## config.mk

```make
export PLATFORM = sky130hd
export DESIGN_NAME = spi_slave
export DESIGN_NICKNAME = d
export VERILOG_FILES = /design/src/rtl/spi_slave_pkg.sv /design/src/rtl/spi_slave_sync.sv /design/src/rtl/spi_slave.sv
export SDC_FILE = /design/constraint.sdc
export NUM_CORES = 1
export LEC_CHECK = 0
export BUFFER_PORTS_ARGS = -buffer_cell sky130_fd_sc_hd__buf_2
export CAP_MARGIN = 20
export CORE_ASPECT_RATIO = 1.1
export CORE_MARGIN = 2
export CORE_UTILIZATION = 56
export CTS_BUF_LIST = sky130_fd_sc_hd__clkbuf_8
export DETAILED_ROUTE_END_ITERATION = 8
export HOLD_SLACK_MARGIN = 0.12
export PLACE_DENSITY_LB_ADDON = 0.25
export SLEW_MARGIN = 15
export SYNTH_ARGS = -nofsm -noshare
export SYNTH_HDL_FRONTEND = slang
export SYNTH_SLANG_ARGS = --single-unit
```

## constraint.sdc

```tcl
create_clock -name clk -period 4.3 [get_ports clk]
set_clock_uncertainty 0.2 [all_clocks]
set_input_delay 0.86 -clock clk [delete_from_list [all_inputs] [get_ports clk]]
set_output_delay 0.86 -clock clk [all_outputs]
set_load 0.05 [all_outputs]
```

## src/rtl/spi_slave_pkg.sv

```systemverilog
// Shared types and default sizes for the spi_slave SPI target.
package spi_slave_pkg;

  typedef enum logic {
    IDLE   = 1'b0,
    ACTIVE = 1'b1
  } state_t;

  localparam int DEF_DATA_WIDTH  = 8;
  localparam int DEF_SYNC_STAGES = 2;

endpackage

```

## src/rtl/spi_slave_sync.sv

```systemverilog
// Multi-flop synchronizer for an asynchronous pin with registered rise/fall strobes.
module spi_sync
  import spi_slave_pkg::*;
#(
  parameter int STAGES = DEF_SYNC_STAGES
) (
  input  logic clk,
  input  logic reset,
  input  logic i_d,
  output logic o_q,
  output logic o_rise,
  output logic o_fall
);

  logic [STAGES-1:0] r_sync;
  logic              r_prev;
  logic              r_rise;
  logic              r_fall;

  // Synchronizer chain: left unreset so the pin level is tracked through reset
  always_ff @(posedge clk) begin
    r_sync <= {r_sync[STAGES-2:0], i_d};
    r_prev <= r_sync[STAGES-1];
  end

  always_ff @(posedge clk) begin
    if (reset) begin
      r_rise <= 1'b0;
      r_fall <= 1'b0;
    end else begin
      r_rise <= r_sync[STAGES-1] & ~r_prev;
      r_fall <= ~r_sync[STAGES-1] & r_prev;
    end
  end

  assign o_q    = r_sync[STAGES-1];
  assign o_rise = r_rise;
  assign o_fall = r_fall;

endmodule

```

## src/rtl/spi_slave.sv

```systemverilog
// SPI mode-0 target, oversampled on clk; returns a preloaded word on MISO.
// Optional pending/overrun tracking enabled by defining SPI_SLAVE_OVERRUN_EN.
module spi_slave
  import spi_slave_pkg::*;
#(
  parameter int DATA_WIDTH  = DEF_DATA_WIDTH,
  parameter int SYNC_STAGES = DEF_SYNC_STAGES
) (
  input  logic                  clk,
  input  logic                  reset,
  input  logic                  spi_scl,
  input  logic                  spi_cs,
  input  logic                  mosi,
  output logic                  miso,
  input  logic [DATA_WIDTH-1:0] tx_data,
  input  logic                  tx_load,
  output logic [DATA_WIDTH-1:0] rx_data,
  output logic                  valid,
  output logic                  busy,
  input  logic                  rx_ack,
  output logic                  overrun
);

  localparam int CW = $clog2(DATA_WIDTH + 1);

  logic w_scl_rise, w_scl_fall, w_scl_s_unused;
  logic w_cs_s, w_cs_rise_unused, w_cs_fall_unused;
  logic w_mosi_s;
  logic [SYNC_STAGES-1:0] r_mosi_sync;

  state_t r_state, w_state_nxt;
  logic   w_start, w_stop;

  logic                  r_armed;
  logic                  r_miso;
  logic                  r_valid;
  logic [CW-1:0]         r_cnt;
  logic [DATA_WIDTH-1:0] r_tx_buf, r_tx_sh, r_rx_sh, r_rx_data;
  logic [DATA_WIDTH-1:0] w_rx_next;

  spi_sync #(.STAGES(SYNC_STAGES)) u_sync_scl (
    .clk(clk), .reset(reset), .i_d(spi_scl),
    .o_q(w_scl_s_unused), .o_rise(w_scl_rise), .o_fall(w_scl_fall)
  );

  spi_sync #(.STAGES(SYNC_STAGES)) u_sync_cs (
    .clk(clk), .reset(reset), .i_d(spi_cs),
    .o_q(w_cs_s), .o_rise(w_cs_rise_unused), .o_fall(w_cs_fall_unused)
  );

  always_ff @(posedge clk) begin
    r_mosi_sync <= {r_mosi_sync[SYNC_STAGES-2:0], mosi};
  end
  assign w_mosi_s  = r_mosi_sync[SYNC_STAGES-1];
  assign w_rx_next = {r_rx_sh[DATA_WIDTH-2:0], w_mosi_s};

  always_ff @(posedge clk) begin
    if (reset) r_state <= IDLE;
    else       r_state <= w_state_nxt;
  end

  // Entry needs a CS-high sighting since reset, so a reset mid-frame drops the frame
  always_comb begin
    w_state_nxt = r_state;
    w_start     = 1'b0;
    w_stop      = 1'b0;
    case (r_state)
      IDLE: begin
        if (!w_cs_s && r_armed) begin
          w_state_nxt = ACTIVE;
          w_start     = 1'b1;
        end
      end
      ACTIVE: begin
        if (w_cs_s) begin
          w_state_nxt = IDLE;
          w_stop      = 1'b1;
        end
      end
      default: w_state_nxt = IDLE;
    endcase
  end

  always_ff @(posedge clk) begin
    if (reset) begin
      r_armed   <= 1'b0;
      r_miso    <= 1'b0;
      r_valid   <= 1'b0;
      r_cnt     <= '0;
      r_tx_buf  <= '0;
      r_tx_sh   <= '0;
      r_rx_sh   <= '0;
      r_rx_data <= '0;
    end else begin
      r_valid <= 1'b0;
      r_armed <= r_armed | w_cs_s;
      if (tx_load) r_tx_buf <= tx_data;
      if (w_start) begin
        r_tx_sh <= r_tx_buf;
        r_miso  <= r_tx_buf[DATA_WIDTH-1];
        r_cnt   <= '0;
      end else if (w_stop) begin
        r_miso <= 1'b0;
        r_cnt  <= '0;
      end else if (r_state == ACTIVE) begin
        if (w_scl_rise) begin
          r_rx_sh <= w_rx_next;
          if (r_cnt == CW'(DATA_WIDTH - 1)) begin
            r_rx_data <= w_rx_next;
            r_valid   <= 1'b1;
            r_cnt     <= '0;
            r_tx_sh   <= r_tx_buf;
          end else begin
            r_cnt <= r_cnt + CW'(1);
          end
        end else if (w_scl_fall) begin
          // Counter at 0 here means a word just completed: present the reloaded MSB unshifted
          if (r_cnt == '0) begin
            r_miso <= r_tx_sh[DATA_WIDTH-1];
          end else begin
            r_tx_sh <= r_tx_sh << 1;
            r_miso  <= r_tx_sh[DATA_WIDTH-2];
          end
        end
      end
    end
  end

`ifdef SPI_SLAVE_OVERRUN_EN
  logic r_pending, r_overrun;

  // A same-cycle ack consumes the previous word, so the new one is not an overrun
  always_ff @(posedge clk) begin
    if (reset) begin
      r_pending <= 1'b0;
      r_overrun <= 1'b0;
    end else if (r_valid) begin
      if (r_pending && !rx_ack) r_overrun <= 1'b1;
      r_pending <= 1'b1;
    end else if (rx_ack) begin
      r_pending <= 1'b0;
    end
  end

  assign overrun = r_overrun;
`else
  logic w_rx_ack_unused;
  assign w_rx_ack_unused = rx_ack;
  assign overrun         = 1'b0;
`endif

  assign miso    = r_miso;
  assign rx_data = r_rx_data;
  assign valid   = r_valid;
  assign busy    = (r_state == ACTIVE);

endmodule

```

==> impl_metrics.env <==
export IMPL_rows=22
export IMPL_syn2layout_area_growth_pct=8.51
export IMPL_crit_required_ns=4.29
export IMPL_worst_pin_slew_ns=0.773
export IMPL_cts_repair_resized=0
export IMPL_synth_most_common_cell="dfxtp_1"
export IMPL_global_route_overflow_total=0
export IMPL_synthesis_area_um2=1870
export IMPL_vdd_drop_max_mv=0.229
export IMPL_ys_seq_elements=48
export IMPL_ant_nets=0
export IMPL_yosys_warnings=0
export IMPL_synth_commonest_cells="dfxtp_1, nand2_1, a21oi_1"
export IMPL_ys_async_sr_fraction=0
export IMPL_synth_area_leader_cell="dfxtp_1"
export IMPL_ys_flop_type="dfxtp_1"
export IMPL_clk_latency_ns=0.30
export IMPL_grt_first_pass_wirelength_mm=5.53
export IMPL_wl_mm=3.31
export IMPL_yosys_cell_types_count=37
export IMPL_worstSetupPathType="flop to flop"
export IMPL_seq_power_share=0.603
export IMPL_hp_start="u_sync_cs.r_sync[0]$_DFF_P_"
export IMPL_design_area_um2=2030
export IMPL_drc=0
export IMPL_slew_headroom=0.481
export IMPL_drive_above_1_share=0.195
export IMPL_rsz0062_at_grt="false"
export IMPL_cts_path_max_buffers=2
export IMPL_setup_slack_ns=1.91
export IMPL_die_x_um=59.1
export IMPL_power_density_nw_per_um2=384
export IMPL_p_leak_nw=0.835
export IMPL_power_frac_comb=0.072
export IMPL_hold_viol_final=0
export IMPL_fin_tns_setup_ns=0
export IMPL_max_stage_delay_ns=0.58
export IMPL_ios=27
export IMPL_grt_max_degree=39
export IMPL_synth_xor_area_frac=0.00469
export IMPL_place_hpwl_mm=2.34
export IMPL_cts_tree="yes"
export IMPL_syn_area_per_cell_um2=9.25
export IMPL_synth_top_family_by_area="simple AND/OR/NAND/NOR gates"
export IMPL_yosysSeqAreaShare=0.514
export IMPL_slew_viol_final=0
export IMPL_placed_cell_area_um2=1940
export IMPL_io_buffers=24
export IMPL_maxCapViolCount=0
export IMPL_synth_edf_count=0
export IMPL_hold_buffers=0
export IMPL_cp_slowest_cell="or3_1"
export IMPL_grt_util_all_layers=0.196
export IMPL_viasPerCell=5.42
export IMPL_antenna_found_initial=0
export IMPL_cp_max_fo=17
export IMPL_synthSimpleGateAreaFrac=0.177
export IMPL_finalSetupViolations=0
export IMPL_vias=1392
export IMPL_max_freq_ghz=0.419
export IMPL_cts_htree_levels=2
export IMPL_synth_area_leaders="dfxtp_1, mux2i_1, a21oi_1"
export IMPL_cp_end_kind="flop"
export IMPL_period_needed_ns=2.39
export IMPL_pre_cts_ws_ns=1.92
export IMPL_antennaDiodeCount=0
export IMPL_p_sw_uw=183
export IMPL_p_int_uw=595
export IMPL_core_area_um2=3280
export IMPL_whs_ns=0.130
export IMPL_n_fill_cell=297
export IMPL_period_share=0.555
export IMPL_switching_share=0.236
export IMPL_cp_cell_sequence="ha_1 > or2b_1 > or3_1 > nand2_2 > mux2_1"
export IMPL_layout_nets=237
export IMPL_clock_power_share=0.325
export IMPL_cts_buffers=5
export IMPL_muxShareOfSynthArea=0.0864
export IMPL_post_drt_wl_per_cell_um=12.9
export IMPL_die_h_um=64.6
export IMPL_root_buffer="clkbuf_8"
export IMPL_drtIter0Drc=37
export IMPL_clock_sinks=48
export IMPL_r2r_start="r_cnt[0]$_SDFFE_PP0P_"
export IMPL_grt_pass1_vias=1342
export IMPL_initial_core_util=0.570
export IMPL_post_cts_buffers=0
export IMPL_gp_congestion=0.783
export IMPL_synth_fa_ha_area_frac=0.0134
export IMPL_postSynthNetCount=219
export IMPL_synth_compound_area_frac=0.131
export IMPL_hold_path_class="flop to flop"
export IMPL_drtPass1Iterations=4
export IMPL_status="complete, no violations"
export IMPL_clkTransAtPathRegs_ns=0.08
export IMPL_synth_cells=202
export IMPL_die_area_um2=3810
export IMPL_synth_top_area_frac=0.514
export IMPL_finalPower_uw=778
export IMPL_arrival_ns=2.38
export IMPL_crit_path_start="r_cnt[0]$_SDFFE_PP0P_"
export IMPL_start_kind="flop"
critical path: cells and delay by family (launching register included):
family / cells / cell delay, ns
AND/OR/NAND/NOR: 3 / 1.09
flip-flops: 1 / 0.40
multiplexers: 1 / 0.34
adder cells (fa/ha/maj): 1 / 0.23
layout by cell type (no fill, tap or decap), types with 2 or more instances in the layout:
master,synthesis,final
a21oi_1,27,27
nor3b_1,4,4
nor2b_1,2,2
a31o_2,6,6
dfxtp_1,48,48
ha_1,2,2
buf_2,1,24
nor2_1,16,16
nand3_1,2,2
nor3_1,2,2
clkbuf_8,0,5
nand2_1,34,34
inv_1,11,13
mux2i_1,15,15
and2b_2,2,2
worst paths after layout:
path,endpoint,slack [ns],cells after the start
hold reg to reg,u_sync_cs.r_sync[1]$_DFF_P_,0.13,0
setup reg to reg,r_tx_sh[0]$_SDFFE_PP0P_,1.91,5
hold / removal,u_sync_cs.r_sync[1]$_DFF_P_,0.13,0
setup / recovery,r_tx_sh[0]$_SDFFE_PP0P_,1.91,5
logic make-up after synthesis:
family                   after synthesis
XOR/XNOR                               1
flip-flops                            48
adder cells (fa/ha/maj)                2
AND/OR/NAND/NOR                       70
AO/OA/AOI/OAI                         40
other                                  1
multiplexers                          16
buffers and inverters                 24
flip-flops by register name, summed over array words and instances, names as in the netlist:
register / flops
u_sync_cs.r_sync: 2
u_sync_scl.o_rise: 1
rx_data: 8
r_tx_buf: 8
valid: 1
u_sync_scl.r_sync: 2
r_cnt: 4
u_sync_scl.o_fall: 1
busy: 1
u_sync_scl.r_prev: 1
r_armed: 1
r_rx_sh: 7
r_tx_sh: 8
miso: 1
r_mosi_sync: 2
layer usage:
layer / part of all wire / up-vias / global-route usage
met2: 0.53 / 24 / 0.351
met4: 0.017 / 0 / 0.0852
met1: 0.43 / 654 / 0.197
met3: 0.027 / 5 / 0.0719
li1: - / 709 / -
met5: 0 / - / 0
power groups by stage:
stage | Sequential [mW] | Clock [mW] | Combinational (mW)
floorplan | 0.480 | 0 | 0.0446
global placement | 0.479 | 0 | 0.0532
detailed placement | 0.480 | 0 | 0.0564
CTS | 0.469 | 0.264 | 0.0567
global route | 0.471 | 0.282 | 0.0613
finish | 0.469 | 0.253 | 0.0561
through the flow:
step | util | cells
floorplan | - | 202
global placement | 0.593 | 249
detailed placement | 0.593 | 249
CTS | 0.619 | 257
global route | 0.619 | 257
finish | 0.619 | 257
cell type report:
class | instances | area (um2) | area share
flip-flops and latches | 48 | 961 | 0.474
inverters | 11 | 41.3 | 0.0204
repair buffers | 24 | 120 | 0.0593
clock buffers | 5 | 68.8 | 0.0340
multi-input cells | 130 | 774 | 0.382
clock inverters | 3 | 16.3 | 0.00802
well taps | 36 | 45.0 | 0.0222
No activity file was read; power rests on OpenSTA's default activity.
